### src/rtl/shift_seq_pkg.sv
// Shared types for the multi-word right-shift sequencer: controller states and
// shift modes as carried on the block's op lines.
package shift_seq_pkg;

  typedef enum logic [1:0] {
    IDLE  = 2'b00,
    LOAD  = 2'b01,
    EXEC  = 2'b10,
    DRAIN = 2'b11
  } state_t;

  // The reserved code behaves as a logical shift.
  typedef enum logic [1:0] {
    MODE_LOGICAL = 2'b00,
    MODE_ARITH   = 2'b01,
    MODE_ROTATE  = 2'b10,
    MODE_RSVD    = 2'b11
  } mode_t;

endpackage

### src/rtl/right_shift_sequencer_if.sv
// Operand-in / result-out word streams of the right-shift sequencer.
interface right_shift_sequencer_if #(
  parameter int W = 8
);
  logic [W-1:0] in_data;
  logic         in_valid;
  logic         in_ready;
  logic [W-1:0] out_data;
  logic         out_valid;
  logic         out_ready;

  modport master (
    input  in_data, in_valid, out_ready,
    output in_ready, out_data, out_valid
  );

  modport slave (
    output in_data, in_valid, out_ready,
    input  in_ready, out_data, out_valid
  );
endinterface

### src/rtl/shift_fill_select.sv
// Chooses the W-1 fill bits that enter the word at idx from above: the unshifted
// upper neighbour, or for the top word a mode-dependent fill.
module shift_fill_select
  import shift_seq_pkg::*;
#(
  parameter int W = 8,
  parameter int WORDS = 4,
  localparam int IW = $clog2(WORDS)
) (
  input  mode_t                   mode,
  input  logic [WORDS-1:0][W-1:0] words,
  input  logic [W-2:0]            lowsave,
  input  logic [IW-1:0]           idx,
  output logic [W-2:0]            fill
);

  localparam logic [IW-1:0] LAST = IW'(WORDS - 1);

  logic         is_top;
  logic [W-1:0] sel_word;

  // Top word: rotate wraps in the saved low bits of word 0, arithmetic replicates the sign.
  always_comb begin
    is_top   = (idx == LAST);
    sel_word = is_top ? words[WORDS-1] : words[idx + 1'b1];
    fill     = sel_word[W-2:0];
    if (is_top) begin
      case (mode)
        MODE_ARITH:  fill = {(W-1){sel_word[W-1]}};
        MODE_ROTATE: fill = lowsave;
        default:     fill = '0;
      endcase
    end
  end

endmodule

### src/rtl/right_shift_sequencer.sv
// Multi-word right-shift controller: loads an operand LSW first, runs the shared
// right_shift_block once per word, then streams the result out LSW first.
module right_shift_sequencer
  import shift_seq_pkg::*;
#(
  parameter int WORD_WIDTH = 8,
  parameter int WORDS = 4,
  localparam int AW = $clog2(WORD_WIDTH),
  localparam int IW = $clog2(WORDS)
) (
  input  logic                  clk,
  input  logic                  rst,
  input  logic                  start_i,
  input  logic [1:0]            mode_i,
  input  logic [AW-1:0]         amt_i,
  output logic                  busy_o,
  right_shift_sequencer_if.master stream,
  input  logic                  cf_i,
  output logic [1:0]            sh_op_o,
  output logic [WORD_WIDTH-1:0] sh_a_o,
  output logic [WORD_WIDTH-1:0] sh_b_o,
  output logic [WORD_WIDTH-2:0] sh_c_o,
  output logic                  sh_cf_o,
  input  logic [WORD_WIDTH-1:0] sh_r_i,
  input  logic                  sh_cf_i,
  input  logic                  sh_zf_i,
  input  logic                  sh_of_i,
  input  logic                  sh_pf_i,
  input  logic                  sh_sf_i,
  output logic                  done_o,
  output logic                  cf_o,
  output logic                  zf_o,
  output logic                  of_o,
  output logic                  pf_o,
  output logic                  sf_o
);

  localparam int W = WORD_WIDTH;
  localparam logic [IW-1:0] LAST = IW'(WORDS - 1);

  state_t                  state, next_state;
  mode_t                   mode_q;
  logic [AW-1:0]           amt_q;
  logic [IW-1:0]           idx;
  logic [WORDS-1:0][W-1:0] word_buf;
  logic [W-2:0]            lowsave;
  logic [W-2:0]            fill;
  logic                    in_fire, out_fire, at_last;
  logic                    cf_q, zf_q, of_q, pf_q, sf_q;

  shift_fill_select #(.W(W), .WORDS(WORDS)) u_fill (
    .mode    (mode_q),
    .words   (word_buf),
    .lowsave (lowsave),
    .idx     (idx),
    .fill    (fill)
  );

  always_ff @(posedge clk) begin
    if (rst) state <= IDLE;
    else     state <= next_state;
  end

  // The block only sees real operands during EXEC; elsewhere its inputs rest at zero.
  always_comb begin
    next_state       = state;
    at_last          = (idx == LAST);
    in_fire          = (state == LOAD) && stream.in_valid;
    out_fire         = (state == DRAIN) && stream.out_ready;
    stream.in_ready  = (state == LOAD);
    stream.out_valid = (state == DRAIN);
    stream.out_data  = '0;
    busy_o           = (state != IDLE);
    done_o           = 1'b0;
    sh_op_o          = '0;
    sh_a_o           = '0;
    sh_b_o           = '0;
    sh_c_o           = '0;
    sh_cf_o          = 1'b0;
    case (state)
      IDLE:  if (start_i) next_state = LOAD;
      LOAD:  if (in_fire && at_last) next_state = EXEC;
      EXEC: begin
        sh_op_o = mode_q;
        sh_a_o  = word_buf[idx];
        sh_b_o  = W'(amt_q);
        sh_c_o  = fill;
        sh_cf_o = cf_i;
        if (at_last) next_state = DRAIN;
      end
      DRAIN: begin
        stream.out_data = word_buf[idx];
        if (out_fire && at_last) begin
          done_o     = 1'b1;
          next_state = IDLE;
        end
      end
      default: next_state = IDLE;
    endcase
  end

  // Words are shifted in place from the bottom up, so each upper neighbour is still
  // unshifted when it supplies fill bits to the word below it.
  always_ff @(posedge clk) begin
    if (rst) begin
      idx    <= '0;
      mode_q <= MODE_LOGICAL;
      amt_q  <= '0;
      cf_q   <= 1'b0;
      zf_q   <= 1'b0;
      of_q   <= 1'b0;
      pf_q   <= 1'b0;
      sf_q   <= 1'b0;
    end else begin
      case (state)
        IDLE: if (start_i) begin
          mode_q <= mode_t'(mode_i);
          amt_q  <= amt_i;
          idx    <= '0;
        end
        LOAD: if (in_fire) begin
          word_buf[idx] <= stream.in_data;
          if (idx == '0) lowsave <= stream.in_data[W-2:0];
          idx <= at_last ? '0 : idx + 1'b1;
        end
        EXEC: begin
          word_buf[idx] <= sh_r_i;
          if (idx == '0) begin
            cf_q <= sh_cf_i;
            pf_q <= sh_pf_i;
            zf_q <= sh_zf_i;
          end else begin
            zf_q <= zf_q & sh_zf_i;
          end
          if (at_last) begin
            sf_q <= sh_sf_i;
            of_q <= sh_of_i;
          end
          idx <= at_last ? '0 : idx + 1'b1;
        end
        DRAIN: if (out_fire) idx <= at_last ? '0 : idx + 1'b1;
        default: ;
      endcase
    end
  end

  assign cf_o = cf_q;
  assign zf_o = zf_q;
  assign of_o = of_q;
  assign pf_o = pf_q;
  assign sf_o = sf_q;

endmodule

### src/flat_wrapper.sv
// flat-port wrapper written by rule: the top's interface ports become plain ports
module right_shift_sequencer_flat import shift_seq_pkg::*;
#(
  parameter int WORD_WIDTH = 8,
  parameter int WORDS = 4,
  localparam int AW = $clog2(WORD_WIDTH),
  localparam int IW = $clog2(WORDS)
)
  (clk, rst, start_i, mode_i, amt_i, busy_o, cf_i, sh_op_o, sh_a_o, sh_b_o, sh_c_o, sh_cf_o, sh_r_i, sh_cf_i, sh_zf_i, sh_of_i, sh_pf_i, sh_sf_i, done_o, cf_o, zf_o, of_o, pf_o, sf_o, stream_in_data, stream_in_valid, stream_out_ready, stream_in_ready, stream_out_data, stream_out_valid);
  right_shift_sequencer_if #(.W((8))) stream_i ();
  input  logic clk;
  input  logic rst;
  input  logic start_i;
  input  logic [1:0] mode_i;
  input  logic [AW-1:0] amt_i;
  output logic busy_o;
  input  logic cf_i;
  output logic [1:0] sh_op_o;
  output logic [WORD_WIDTH-1:0] sh_a_o;
  output logic [WORD_WIDTH-1:0] sh_b_o;
  output logic [WORD_WIDTH-2:0] sh_c_o;
  output logic sh_cf_o;
  input  logic [WORD_WIDTH-1:0] sh_r_i;
  input  logic sh_cf_i;
  input  logic sh_zf_i;
  input  logic sh_of_i;
  input  logic sh_pf_i;
  input  logic sh_sf_i;
  output logic done_o;
  output logic cf_o;
  output logic zf_o;
  output logic of_o;
  output logic pf_o;
  output logic sf_o;
  input wire logic [$bits(stream_i.in_data)-1:0] stream_in_data;
  input wire logic [$bits(stream_i.in_valid)-1:0] stream_in_valid;
  input wire logic [$bits(stream_i.out_ready)-1:0] stream_out_ready;
  output wire logic [$bits(stream_i.in_ready)-1:0] stream_in_ready;
  output wire logic [$bits(stream_i.out_data)-1:0] stream_out_data;
  output wire logic [$bits(stream_i.out_valid)-1:0] stream_out_valid;
  assign stream_i.in_data = stream_in_data;
  assign stream_i.in_valid = stream_in_valid;
  assign stream_i.out_ready = stream_out_ready;
  assign stream_in_ready = stream_i.in_ready;
  assign stream_out_data = stream_i.out_data;
  assign stream_out_valid = stream_i.out_valid;
  right_shift_sequencer #(.WORD_WIDTH(WORD_WIDTH), .WORDS(WORDS)) u_core (.clk(clk), .rst(rst), .start_i(start_i), .mode_i(mode_i), .amt_i(amt_i), .busy_o(busy_o), .stream(stream_i), .cf_i(cf_i), .sh_op_o(sh_op_o), .sh_a_o(sh_a_o), .sh_b_o(sh_b_o), .sh_c_o(sh_c_o), .sh_cf_o(sh_cf_o), .sh_r_i(sh_r_i), .sh_cf_i(sh_cf_i), .sh_zf_i(sh_zf_i), .sh_of_i(sh_of_i), .sh_pf_i(sh_pf_i), .sh_sf_i(sh_sf_i), .done_o(done_o), .cf_o(cf_o), .zf_o(zf_o), .of_o(of_o), .pf_o(pf_o), .sf_o(sf_o));
endmodule
### config.mk
export PLATFORM = sky130hd
export DESIGN_NAME = right_shift_sequencer_flat
export DESIGN_NICKNAME = d
export VERILOG_FILES = /design/src/rtl/shift_seq_pkg.sv /design/src/rtl/right_shift_sequencer_if.sv /design/src/rtl/shift_fill_select.sv /design/src/rtl/right_shift_sequencer.sv /design/src/flat_wrapper.sv
export SDC_FILE = /design/constraint.sdc
export NUM_CORES = 1
export LEC_CHECK = 0
export CAP_MARGIN = 20
export CORE_ASPECT_RATIO = 0.8
export CORE_UTILIZATION = 45
export CTS_CLUSTER_DIAMETER = 40
export DETAILED_ROUTE_END_ITERATION = 7
export PLACE_DENSITY = 0.74
export SLEW_MARGIN = 30
export SYNTH_ARGS = -nofsm -noshare
export SYNTH_HDL_FRONTEND = slang
export SYNTH_SLANG_ARGS = --single-unit
### constraint.sdc
create_clock -name clk -period 7.5 [get_ports clk]
set_input_delay 1.5 -clock clk [delete_from_list [all_inputs] [get_ports clk]]
set_output_delay 1.5 -clock clk [all_outputs]
set_load 0.01 [all_outputs]
# == Word level (Yosys, flattened, before mapping) ==
# Cells that the tools add are included.
# totals
ram_bits,0
latch_bits,0
n_memories,0
in_bits,32
out_inout_bits,43
mem_bits_ro,0
register_bits,53
# op_classes
reduce_logical,16
add_sub_neg,1
n_lt_le_gt_ge,3
n_mux,32
shifts,0
n_eq_ne,12
div_mod_pow,0
multipliers,0
n_bitwise,2
# ops
cell,n
32-bit bitwise mux,2
32-bit one-hot mux with 2 select lines,1
8-bit 2-to-1 mux,6
8-bit binary-select mux with 2-bit select,2
32-bit 2-to-1 mux,1
2-bit 2-to-1 mux,9
8-bit demux with 2-bit select,1
2-bit one-hot mux with 4 select lines,2
7-bit 2-to-1 mux,2
7-bit one-hot mux with 2 select lines,1
2-bit by 1-bit != test with 1-bit output (second input constant),5
2-bit equality test (second input constant),4
4-bit AND reduction,2
2-bit by 3-bit less-than comparator with 1-bit output (second input constant),2
2-bit AND reduction,3
3-bit AND reduction,2
1-bit logical AND,5
2-bit by 1-bit equality test with 1-bit output (second input constant),2
2-bit zero test,2
1-bit 2-to-1 mux,4
2-bit nonzero test,2
3-bit 2-to-1 mux,1
2-bit by 1-bit adder with 2-bit output (second input constant),1
2-bit by 1-bit >= comparator with 1-bit output (second input constant),1
3 further kinds,3

# == Longest topological paths before layout ==
# logic_depth
depth_word,7
mapped_depth,8
depth_no_buf,6

# == Modules after synthesis ==
# A second synthesis with hierarchy kept.
# hier_totals
cells_unflattened,264
hier_area_um2,3042.9
# by_module_without_submodules
module,instances,cells_per_inst,area_each_um2
right_shift_sequencer,1,222,2675.1
shift_fill_select,1,42,367.9

# == Worst setup path after synthesis ==
# OpenSTA, ideal clock, no wires.
# synth_timing
kind,register -> output
from,register u_core.idx[0]
to,output sh_c_o[0]
stages_incl_launch_ff,9
arrival_time_ns,2.106
setup_slack_ns,3.894
path_buffers,3
required_time_ns,6.000
cell_sequence,dfxtp_1 buf_2 buf_2 inv_1 ha_1 buf_2 mux4_2 nand2b_1 nand3_1
# synth_via
elab_chain_len,7
# synth_rtl
element,line_no,text
"start, declared",right_shift_sequencer.sv:44,logic [IW-1:0] idx;
"start signal, assigned",right_shift_sequencer.sv:124,idx <= at_last ? '0 : idx + 1'b1;
"start signal, assigned",right_shift_sequencer.sv:139,idx <= at_last ? '0 : idx + 1'b1;
"start signal, assigned",right_shift_sequencer.sv:141,DRAIN: if (out_fire) idx <= at_last ? '0 : idx + 1'b1;
2-bit by 1-bit adder with 2-bit output,shift_fill_select.sv:25,sel_word = is_top ? words[WORDS-1] : words[idx + 1'b1];
8-bit binary-select mux with 2-bit select,shift_fill_select.sv:25,
8-bit 2-to-1 mux (not written as such),shift_fill_select.sv:25,
8-bit 2-to-1 mux,shift_fill_select.sv:25,
7-bit one-hot mux with 2 select lines,shift_fill_select.sv:28,case (mode)
7-bit 2-to-1 mux *,shift_fill_select.sv:27,if (is_top) begin
7-bit 2-to-1 mux *,right_shift_sequencer.sv:80,case (state)
"end, declared",flat_wrapper.sv:21,output logic [WORD_WIDTH-2:0] sh_c_o;
# Mark *: on every way between the ends. The rest lies on a longest branch, timed or not. The select of a mux whose other input is x is not followed.

# == Worst setup path in the final report ==
# layout_timing
from,register u_core.idx[1]
to,output sh_c_o[1]
# The elaborated chain is that of the path after synthesis.

==> key figures <==
Synthesis
  • Yosys warning count: 0
  • Area leader, netlist: edfxtp_1
  • Ys flop type: edfxtp_1
  • Post-Syn Instances: 254
  • Largest cells by area after synthesis: edfxtp_1, mux4_2, dfxtp_1, nor2b_1, and2_1
  • Top cell type's share of synthesized area: 40.0%
  • Async S/R FF share, synth: 0%
  • Syn Area/Cell: 11.5 sq um
  • Syn Std Cell Area: 2930 sq um
  • Distinct cells, synth: 29
  • Register area share after synthesis: 49.6%
  • Number of synthesized flops with an enable pin: 39
  • Synth Register Bits: 53

Pwr
  • P_int: 646 uW
  • Leakage: 0.00131 uW
  • Sw power: 339 uW
  • Share of power burned in registers: 39.4%
  • Cell Pwr Density: 262 nW/um^2
  • Sw Ratio: 34.4%
  • Worst VDD drop: 0.000174 V
  • Combinational share of power: 43.7%
  • Clk pwr share: 16.9%

Setup path
  • WP data required: 6.00 ns
  • Crit path max-delay family: flip-flops
  • CP arrival: 3.23 ns
  • Nature of the critical path startpoint: flip-flop
  • R2R Path Start: u_core.state[0]
  • Crit-path cells: inv_1 -> ha_1 -> nor4b_1 -> o211ai_1 -> nand3_1 -> clkdlybuf4s50_1
  • WS Path Type: flip-flop to primary output
  • Worst-case reg-to-reg path depth: 6
  • Flop2flop setup slack: 5.32 ns
  • Critical Path End Type: primary output
  • Crit path largest cell delay: 0.68 ns
  • CP Buf/Inv Count: 2
  • Slowest stage cell, crit path: dfxtp_1
  • Reg2reg end: u_core.word_buf[11]
  • Crit Path Max Fanout: 12

Layout
  • Final #Nets: 361
  • Most common cell after layout, fill and taps aside: clkdlybuf4s50_1
  • Area grow syn2layout: 28.2%
  • Filler Cell Count: 514
  • Share of layout cells above drive strength 1: 9.40%
  • Finished Layout Cells: 400
  • Ant. Diodes: 0
  • Commonest non-fill, non-tap cells in the layout: clkdlybuf4s50_1, edfxtp_1, nor2b_1, and2_1, nand2_1

Floorplanning
  • Rows: 25
  • Die ar.: 6830 sq um
  • Effective utilization at floorplan: 48.0%
  • Core region area: 6100 sq um
  • Die W: 92.1 microns
  • Die height: 74.1 microns
  • Num ports: 75

Placed design
  • Post-DP HPWL: 4640 microns
  • I/O Buffers: 69
  • Global placement routability congestion: 0.728
  • Placed cells: 391
  • Placement Setup Slack: 2.71 ns

STA
  • Final Hold Viols: 0
  • Achievable frequency: 0.211 GHz
  • Unrepaired setup endpoints after global routing: no
  • Period minus WS final: 4.73 ns
  • Worst Setup Slack, final: 2.77 ns
  • Worst Tran Pin Value: 0.789 ns
  • Max-slew violations: 0
  • Setup Viol. Count Final: 0
  • Final Hold Slack: 0.462 ns
  • Clock skew: 0.0107 ns
  • Slew margin rel.: 47.2%
  • Post-Route Setup TNS: 0 ns
  • Tcrit/Tclk final: 63.1%

Global route
  • Number of global-route vias before repair: 1908
  • GRT Total Usage: 20.2%
  • First-pass GRT wire length: 10200 microns
  • Initial antenna violation count: 0
  • Grt ovf: 0
  • Largest net degree at the start of global routing: 34

Routing
  • First-pass DRT Iterations: 6
  • Remaining DRCs: 0
  • Routed Antenna Nets: 0
  • Final WL: 6710 microns
  • Via count: 2096
  • Initial DRC Count: 110
  • Wire per inst: 16.8 microns
  • Routed vias/inst: 5.24

Clock tree
  • Worst-Skew Late Latency: 0.32 ns
  • Post-CTS setup buffer count: 0
  • CTS clk-pin slew, worst paths: 0.10 ns
  • Inserted Clock Buffers: 5
  • CTS Sinks: 53
  • CTS H-tree lvls: 2
  • CTS tree: yes
  • Clock Root Buffer: clkbuf_8
  • Hold buffers post-CTS: 0
  • Post-CTS sizing: 0
  • Clock Tree Buf Depth: 2

Worst hold path
  • Hold path endpoint: u_core.amt_q[0]
  • Hold Crit Start: u_core.amt_q[0]
  • Hold Path Class: flip-flop to flip-flop
  • Hold-critical path depth: 2

Status
  • Run status: finished clean

Run
  • Max-Cap Viols: 0
-- tightest hold or removal path: cells and delay by family (launching register included) --
kind | cells | cell delay [ns]
AOI/OAI and AO/OA | 1 | 0.05
DFF | 1 | 0.32
and+or+nand+nor | 1 | 0.05
-- cells in the mapped netlist, types with 4 or more instances --
cell type and n:
nand2b_1 8, ha_1 11, nor3_1 4, buf_4 5, and2_1 26, nand2_1 20, nor2_1 5, clkbuf_1 9
nor2b_1 34, mux2i_1 11, inv_1 10, edfxtp_1 39, buf_2 4, dfxtp_1 14, mux4_2 15, nand3_1 16
a21oi_1 11
-- layout make-up --
cell class                 instances  area, sq um  share of cell area (%)
multi-input combinational        175         1360                    36.2
clock buffer                       6         72.6                    1.94
sequential                        53         1450                    38.7
timing repair buffer              72          711                    19.0
clock inverter                     2         13.8                   0.367
inverter                          11         41.3                    1.10
tap                               81          101                    2.70
-- power by group through the flow --
| stage | Sequential [uW] | Clock, uW | Combinational [uW] |
|---|---|---|---|
| after floorplan | 374 | 0 | 297 |
| after global placement | 393 | 0 | 422 |
| after detailed placement | 394 | 0 | 430 |
| after CTS | 387 | 166 | 431 |
| after global routing | 393 | 178 | 469 |
| final | 388 | 166 | 430 |
-- logic make-up (layout without fill, tap and decap cells) --
logic type	Yosys count	count (layout)	share of synthesized area, %
flops	53	53	49.6
mux	26	26	15.3
other cells	1	5	0.128
compound gates	16	16	3.42
buf+inv	30	91	4.66
fa+ha+maj	11	11	4.70
simple gates	117	117	22.2
-- layer usage --
| layer | vias up | track usage, % | part of all wire [%] |
|---|---|---|---|
| met3 | 6 | 3.07 | 3.2 |
| met4 | 0 | 4.69 | 0.52 |
| met5 | - | 0 | 0 |
| li1 | 1008 | - | - |
| met1 | 1033 | 28.7 | 48 |
| met2 | 49 | 33.3 | 49 |
-- through the flow --
step	cell area (sq um)	utilization (%)	total power, uW
floorplan	2940	-	671
global placement	3650	59.9	815
detailed placement	3660	60.0	824
CTS	3740	61.4	985
global route	3750	61.5	1040
finish	3750	61.5	984
-- registers in the layout, indices dropped and copies added, names as in the netlist --
| signal | flops |
|---|---|
| u_core.state | 2 |
| u_core.word_buf | 32 |
| u_core.mode_q | 2 |
| u_core.cf_o | 1 |
| u_core.of_o | 1 |
| u_core.zf_o | 1 |
| u_core.amt_q | 3 |
| u_core.lowsave | 7 |
| u_core.pf_o | 1 |
| u_core.sf_o | 1 |
| u_core.idx | 2 |
-- worst max path at each step --
stage	start	endpoint	cells past startpoint
6_report	u_core.idx[1]	sh_c_o[1]	6
5_1_grt	u_core.idx[0]	sh_c_o[5]	6
4_1_cts	u_core.idx[0]	sh_c_o[1]	6
3_5_place_dp	u_core.idx[0]	sh_c_o[1]	6
3_3_place_gp	u_core.idx[0]	sh_c_o[3]	6
2_1_floorplan	u_core.idx[0]	sh_c_o[0]	8
Note: power is estimated with default switching activity, not from simulation.
